<file path="src/rtl/multiword_adder_controller_pkg.sv">
// Shared adder-control definitions: controller state encodings and sizing helpers.
package multiword_adder_controller_pkg;

    typedef enum logic [1:0] {
        IDLE = 2'd0,
        RUN  = 2'd1,
        DONE = 2'd2
    } state_t;

    // Index register width; a single-slice configuration still needs one bit.
    function automatic int idx_width(input int count);
        return (count > 1) ? $clog2(count) : 1;
    endfunction

endpackage

</file>
<file path="src/rtl/multiword_adder_controller_rca.sv">
// Group ripple-carry adder: WIDTH-bit sum of a + b + carry_in with carry out.
module group_ripple_carry_adder #(
    parameter int WIDTH = 4
) (
    input  logic [WIDTH-1:0] a,
    input  logic [WIDTH-1:0] b,
    input  logic             carry_in,
    output logic [WIDTH-1:0] sum,
    output logic             carry_out
);

    // Unpacked so each carry stage is its own net rather than a self-referencing vector.
    logic carry_chain [WIDTH+1];

    assign carry_chain[0] = carry_in;

    generate
        for (genvar gi = 0; gi < WIDTH; gi++) begin : g_bit
            assign sum[gi]            = a[gi] ^ b[gi] ^ carry_chain[gi];
            assign carry_chain[gi+1]  = (a[gi] & b[gi]) | (carry_chain[gi] & (a[gi] ^ b[gi]));
        end
    endgenerate

    assign carry_out = carry_chain[WIDTH];

endmodule

</file>
<file path="src/rtl/multiword_adder_controller.sv">
// Multi-cycle wide adder: one CHUNK_WIDTH adder slice reused over CHUNK_COUNT cycles.
module multiword_adder_controller
    import multiword_adder_controller_pkg::*;
#(
    parameter int CHUNK_WIDTH = 4,
    parameter int CHUNK_COUNT = 4,
    localparam int TOTAL_WIDTH = CHUNK_WIDTH * CHUNK_COUNT
) (
    input  logic                   clock,
    input  logic                   reset,
    input  logic                   start,
    input  logic [TOTAL_WIDTH-1:0] x,
    input  logic [TOTAL_WIDTH-1:0] y,
    input  logic                   carry_in,
    output logic                   busy,
    output logic                   done,
    output logic [TOTAL_WIDTH-1:0] z,
    output logic                   carry_out
);

    localparam int IDX_W = idx_width(CHUNK_COUNT);
    localparam logic [IDX_W-1:0] LAST_IDX = IDX_W'(CHUNK_COUNT - 1);

    state_t state_reg, state_next;

    logic [IDX_W-1:0]       idx_reg;
    logic [TOTAL_WIDTH-1:0] x_reg, y_reg;
    logic                   carry_reg;
    logic                   carry_out_reg;
    logic [CHUNK_WIDTH-1:0] z_slices_reg [CHUNK_COUNT];

    logic [CHUNK_WIDTH-1:0] x_slices [CHUNK_COUNT];
    logic [CHUNK_WIDTH-1:0] y_slices [CHUNK_COUNT];
    logic [CHUNK_WIDTH-1:0] slice_a, slice_b, slice_sum;
    logic                   slice_carry;
    logic                   accept;
    logic                   running;
    logic                   last_slice;

    // A new operation is only taken when no slices are in flight.
    assign accept     = start && (state_reg != RUN);
    assign running    = (state_reg == RUN);
    assign last_slice = (idx_reg == LAST_IDX);

    generate
        for (genvar gi = 0; gi < CHUNK_COUNT; gi++) begin : g_split
            assign x_slices[gi] = x_reg[gi*CHUNK_WIDTH +: CHUNK_WIDTH];
            assign y_slices[gi] = y_reg[gi*CHUNK_WIDTH +: CHUNK_WIDTH];
        end
    endgenerate

    assign slice_a = x_slices[idx_reg];
    assign slice_b = y_slices[idx_reg];

    group_ripple_carry_adder #(
        .WIDTH(CHUNK_WIDTH)
    ) u_slice_adder (
        .a        (slice_a),
        .b        (slice_b),
        .carry_in (carry_reg),
        .sum      (slice_sum),
        .carry_out(slice_carry)
    );

    always_ff @(posedge clock) begin
        if (reset) begin
            state_reg <= IDLE;
        end else begin
            state_reg <= state_next;
        end
    end

    always_comb begin
        state_next = state_reg;
        case (state_reg)
            IDLE:    if (start) state_next = RUN;
            RUN:     if (last_slice) state_next = DONE;
            DONE:    state_next = start ? RUN : IDLE;
            default: state_next = IDLE;
        endcase
    end

    always_ff @(posedge clock) begin
        if (reset) begin
            idx_reg       <= '0;
            x_reg         <= '0;
            y_reg         <= '0;
            carry_reg     <= 1'b0;
            carry_out_reg <= 1'b0;
        end else if (accept) begin
            idx_reg   <= '0;
            x_reg     <= x;
            y_reg     <= y;
            carry_reg <= carry_in;
        end else if (running) begin
            carry_reg <= slice_carry;
            if (last_slice) begin
                carry_out_reg <= slice_carry;
            end else begin
                idx_reg <= idx_reg + 1'b1;
            end
        end
    end

    // Each result slice has its own register so it only changes on its own RUN cycle.
    generate
        for (genvar gi = 0; gi < CHUNK_COUNT; gi++) begin : g_result
            always_ff @(posedge clock) begin
                if (reset) begin
                    z_slices_reg[gi] <= '0;
                end else if (running && (idx_reg == IDX_W'(gi))) begin
                    z_slices_reg[gi] <= slice_sum;
                end
            end
            assign z[gi*CHUNK_WIDTH +: CHUNK_WIDTH] = z_slices_reg[gi];
        end
    endgenerate

    assign busy      = (state_reg == RUN);
    assign done      = (state_reg == DONE);
    assign carry_out = carry_out_reg;

endmodule
</file>
<file path="config.mk">
export PLATFORM = sky130hd
export DESIGN_NAME = multiword_adder_controller
export DESIGN_NICKNAME = d
export VERILOG_FILES = /design/src/rtl/multiword_adder_controller_pkg.sv /design/src/rtl/multiword_adder_controller_rca.sv /design/src/rtl/multiword_adder_controller.sv
export SDC_FILE = /design/constraint.sdc
export NUM_CORES = 1
export LEC_CHECK = 0
export BUFFER_PORTS_ARGS = -buffer_cell sky130_fd_sc_hd__buf_2
export CAP_MARGIN = 40
export CORE_MARGIN = 2
export CORE_UTILIZATION = 50
export CTS_CLUSTER_DIAMETER = 120
export CTS_CLUSTER_SIZE = 14
export DETAILED_ROUTE_END_ITERATION = 10
export MAX_ROUTING_LAYER = met4
export PLACE_DENSITY = 0.74
export SYNTH_ARGS = -nofsm -noshare
export SYNTH_HDL_FRONTEND = slang
export SYNTH_SLANG_ARGS = --single-unit
</file>
<file path="constraint.sdc">
create_clock -name clock -period 5.79 [get_ports clock]
set_input_delay 1.4475 -clock clock [delete_from_list [all_inputs] [get_ports clock]]
set_output_delay 1.4475 -clock clock [all_outputs]
set_load 0.01 [all_outputs]
</file>
* After elaboration in Yosys (flattened, before gate mapping)
Memory sizes are Yosys's and may differ from the RTL's. Index checks and enable logic that the tools add are counted.
Storage, ports and cells: flip-flop bits (word level) 38, bits in writable memories 16, bits of input ports 36, output and inout bits 19, word-level logic and storage cells 86, memories 1
Cells by class: add/subtract/negate cells 1, magnitude comparators 1, equal/unequal tests 8, multiplexer cells 30, bitwise operators 27, reduce and logical (&&, ||, !) cells 12
Memories:
- z_slices_reg | words 4, width 4, read ports 4, clocked after memory_dff 0, write ports 4, RTL line multiword_adder_controller.sv:30 | logic [CHUNK_WIDTH-1:0] z_slices_reg [CHUNK_COUNT];
Operators by type and width (number):
- 4-bit two-way mux | 8
- 1-bit two-way mux | 17
- 4-bit binary-select mux with 2-bit select | 2
- 1-bit bitwise AND | 8
- 1-bit OR | 8
- 1-bit bitwise XOR | 8
- 2-bit == test, second input constant | 3
- 2-bit one-hot mux with 3 select lines | 1
- 1-bit logical AND | 5
- 2-bit by 1-bit == test with 1-bit output, second input constant | 2
- 2-bit logical NOT | 2
- 2-bit two-way mux | 2
- 2-bit by 1-bit inequality test with 1-bit output, second input constant | 2
- 2-bit AND reduction | 2
- 3-bit >= comparator, second input constant | 1
- 2-bit inverter with 3-bit output | 1
- 3-bit AND reduction | 1
- 2-bit by 1-bit adder with 2-bit output, second input constant | 1
- 2-bit inequality test, second input constant | 1
- 1-bit inverter | 2
- 2-bit nonzero test | 1
- 2-bit OR reduction | 1

* Depth between registers and ports, before layout
word-level depth 15, gate-level depth with buffers 10, gate-level depth less buffers 9

* Modules after synthesis
A second synthesis with hierarchy kept.
Unflattened totals: cells, all modules 243, area total of the unflattened synthesis 2502.4 um^2
Modules (own cells, without submodules):
- multiword_adder_controller | times used 1, cells each 229, area an instance 2384.8 um^2, seq. area each 1241.2 um^2
- group_ripple_carry_adder | times used 1, cells each 14, area an instance 117.6 um^2, seq. area each 0.0 um^2

* Worst setup path after synthesis
No wires, ideal clock.
kind reg2reg, start point reg idx_reg[1], end point mem z_slices_reg[0][3] (data pin), setup time 0.139 ns, data arrival time 2.674 ns, data required time 5.651 ns, slack 2.977 ns, stages on the path, launching flop included 11, buffers on the path 1, period minus slack after synthesis 2.813 ns, path through dfxtp_1 buf_2 mux4_2 fa_1 inv_1 fa_1 inv_1 fa_1 inv_1 fa_1 nor2_1
RTL lines:
- start: declaration | RTL line multiword_adder_controller.sv:26 | logic [IDX_W-1:0] idx_reg;
- start signal: assignment | RTL line multiword_adder_controller.sv:100 | idx_reg <= idx_reg + 1'b1;
- end: declaration | RTL line multiword_adder_controller.sv:30

==> key figures <==
Outcome
  • Outcome: complete, no violations

Die
  • Initial core utilization: 52.2%
  • Die span in y: 74.5 µm
  • CORE AREA: 4750 µm²
  • IO Pins: 55
  • FP Rows: 25
  • Die area: 5540 µm²
  • Die width: 74.5 µm

Critical path
  • Critical R2R Capture: z_slices_reg[1][3]
  • Critical path class: reg -> reg
  • Crit path from: idx_reg[1]
  • Reg2Reg Depth: 9
  • Arrival time worst endpoint: 3.38 ns
  • CP Data Required Time: 5.93 ns
  • Slowest CP cell: dfxtp_1
  • Crit start category: register
  • CP Max Fanout: 11
  • Crit. End Element: register
  • Setup slack, reg-to-reg: 2.55 ns
  • CP Depth: 9
  • Cell repeated most along the worst path: fa_1
  • Worst path cell trace: mux4_2, fa_1, inv_1, fa_1, inv_1, fa_1, inv_1, fa_1, nor2_1
  • Reg-to-reg startpoint: idx_reg[1]
  • Buffer and inverter count on the worst path: 3
  • Cell family with most CP delay: adder cells
  • Max incr delay on CP: 0.70 ns

Logic synthesis
  • Mean Syn Cell Area: 10.2 µm²
  • Syn Nets: 288
  • Synth unique cells: 29
  • Top cell type by total area after synthesis: dfxtp_1
  • Number of flops mapped to enable cells by yosys: 16
  • Async SR Flop Fraction: 0%
  • Ys flop type: dfxtp_1
  • Netlist Area Pre-Place: 2480 µm²
  • #FFs+latches synth: 54
  • Cells after synthesis: 244
  • Area contributors post-synth: dfxtp_1 (31%), edfxtp_1 (19%), mux4_2 (7.3%), a21oi_1 (6.9%), nand3_1 (6.7%)
  • Synth warn: 0
  • Synth top area share: 30.6%
  • Seq/Total Area, Yosys: 50.0%

Hold path
  • Worst hold start: x_reg[9]
  • Worst hold path type: reg -> reg
  • Hold depth: 2
  • Hold worst-path end: x_reg[9]

Clock network
  • Cts hold-fix bufs: 0
  • CTS Sinks: 54
  • Post-CTS Resized: 0
  • Clk buf depth: 2
  • Root Driver: clkbuf_8
  • Worst-Skew Late Latency: 0.29 ns
  • CTS buffer count: 5
  • CTS H-tree lvls: 2
  • Post-CTS Setup Bufs: 0
  • Reg clk slew, reported paths: 0.10 ns
  • CTS tree: done

Detailed routing
  • Iter 0 DRT Violations: 88
  • Overall routed net length: 4820 µm
  • DR vias: 1875
  • Post-DRT Antenna Nets: 0
  • DRC Markers: 0
  • Drt first pass iters: 4
  • DR vias/cell: 5.36
  • Avg WL per Cell: 13.8 µm

Cells and area
  • Multi-input gate area: 1040 µm²
  • Final Util: 59.0%
  • Layout cells sized above 1: 26.1%
  • Layout area overhead: 13.0%
  • Final instance area: 2810 µm²
  • ANT cells: 0
  • Filler Cell Count: 430
  • Flip-flop and latch area: 1240 µm²
  • Non-filler cells, final: 350
  • Final nets: 326

Power and ir drop
  • Lkg Pwr: 1.13 nW
  • Worst vdd ir: 0.000155 V
  • Pwr/cell area: 267 nW/µm²

Timing
  • Final hold vios: 0
  • Worst Skew: 0.00834 ns
  • Hold WS: 0.482 ns
  • Min Tclk post-route: 3.24 ns
  • RSZ-0062 raised after global routing: false
  • Fmax: 0.308 GHz
  • Final Max Slew Viols: 0
  • Slew HR: 38.4%
  • Final setup viols: 0
  • Worst-margin pin slew: 0.923 ns
  • Fin crit share: 56.0%
  • Final setup TNS: 0 ns

Placed design
  • Cell Area, Placed: 2700 µm²
  • Number of port buffers: 54
  • GP Congestion: 0.764
  • Post-DP HPWL: 3280 µm
  • Placed insts: 342

Global route
  • GRT Total Usage: 18.7%
  • Antenna violations before repair: 0
  • Global-route wire length before repair: 7780 µm
  • Largest net degree at the start of global routing: 45
  • Vias in the first global route: 1649
  • GR Overflow Total: 0

Flow run
  • Maxcap violations: 0
[through the flow]
stage / power (W) / setup WS [ns]
2_1_floorplan: 0.000504 / 2.98
3_3_place_gp: 0.000528 / 2.62
3_5_place_dp: 0.000531 / 2.56
4_1_cts: 0.000753 / 2.53
5_1_grt: 0.000778 / 2.35
6_report: 0.000749 / 2.55
[where the power goes]
group	internal (W)	switching [W]	total, W
registers	0.000410	0.0000117	0.000422
clock network	0.000110	0.000117	0.000227
logic	0.0000415	0.0000592	0.000101
[layer usage]
metal  share of wire, %  wire length (µm)  global-route usage (%)
met2                 48              2290                    28.0
met3                3.3               159                    2.85
met4                1.6                77                    6.35
met1                 48              2290                    26.1
met5                  0                 0                       -
[cell usage in the layout, fill, tap and decap left out]
cell type  instances
buf_4              1
dfxtp_1           38
nor2b_1            2
mux4_2             8
edfxtp_1          16
mux2i_1            1
and3_1             8
fa_1               4
nand3_1           33
a211oi_1           2
a221oi_1           1
nand2b_1           3
o21ai_1           11
clkbuf_8           7
a21oi_1           34
inv_6              1
clkinv_4           1
a21o_1             4
nor2_1             8
inv_1             12
buf_2             54
nand2_1            5
o32ai_2            1
a311oi_2           1
ha_1               4
o21ai_0           22
nor3b_1            1
[synthesized netlist by cell type, types with 4 or more instances]
library cell,number
a21oi_1,34
o21ai_1,11
dfxtp_1,38
ha_1,4
o21ai_0,22
mux4_2,8
a21o_1,4
fa_1,4
nand3_1,33
buf_2,7
and3_1,8
clkbuf_1,5
nand2_1,5
nor2_1,8
inv_1,12
edfxtp_1,16
buf_6,4
[worst min-delay path: stages, from the launching register on]
cell and delay, ns:
dfxtp_1 0.32, o21ai_1 0.06, a21oi_1 0.06
[cells by family (layout without fill, tap and decap cells)]
| family | count (synthesis) | count (layout) | synth area share [%] |
|---|---|---|---|
| and+or+nand+nor | 60 | 60 | 12.2 |
| muxes | 9 | 9 | 7.66 |
| AOI/OAI and AO/OA | 76 | 76 | 16.9 |
| adders and majority gates | 8 | 8 | 5.24 |
| DFF | 54 | 54 | 50.0 |
| buffers and inverters | 37 | 76 | 7.96 |
[cell type report]
| cell class | instances | area share, % |
|---|---|---|
| Inverter | 13 | 1.92 |
| Clock inverter | 1 | 0.312 |
| Sequential cell | 54 | 44.2 |
| Tap cell | 67 | 2.99 |
| Multi-Input combinational cell | 153 | 37.2 |
| Timing Repair Buffer | 55 | 9.90 |
| Clock buffer | 7 | 3.43 |
[worst max-delay path by stage]
stage / endpoint / slack (ns)
after floorplan: z_slices_reg[0][3] / 2.98
after global placement: z_slices_reg[1][3] / 2.62
after detailed placement: z_slices_reg[1][3] / 2.56
after CTS: z_slices_reg[1][3] / 2.53
after global routing: z_slices_reg[1][3] / 2.35
final: z_slices_reg[1][3] / 2.55
No activity file was read; power rests on OpenSTA's default activity.
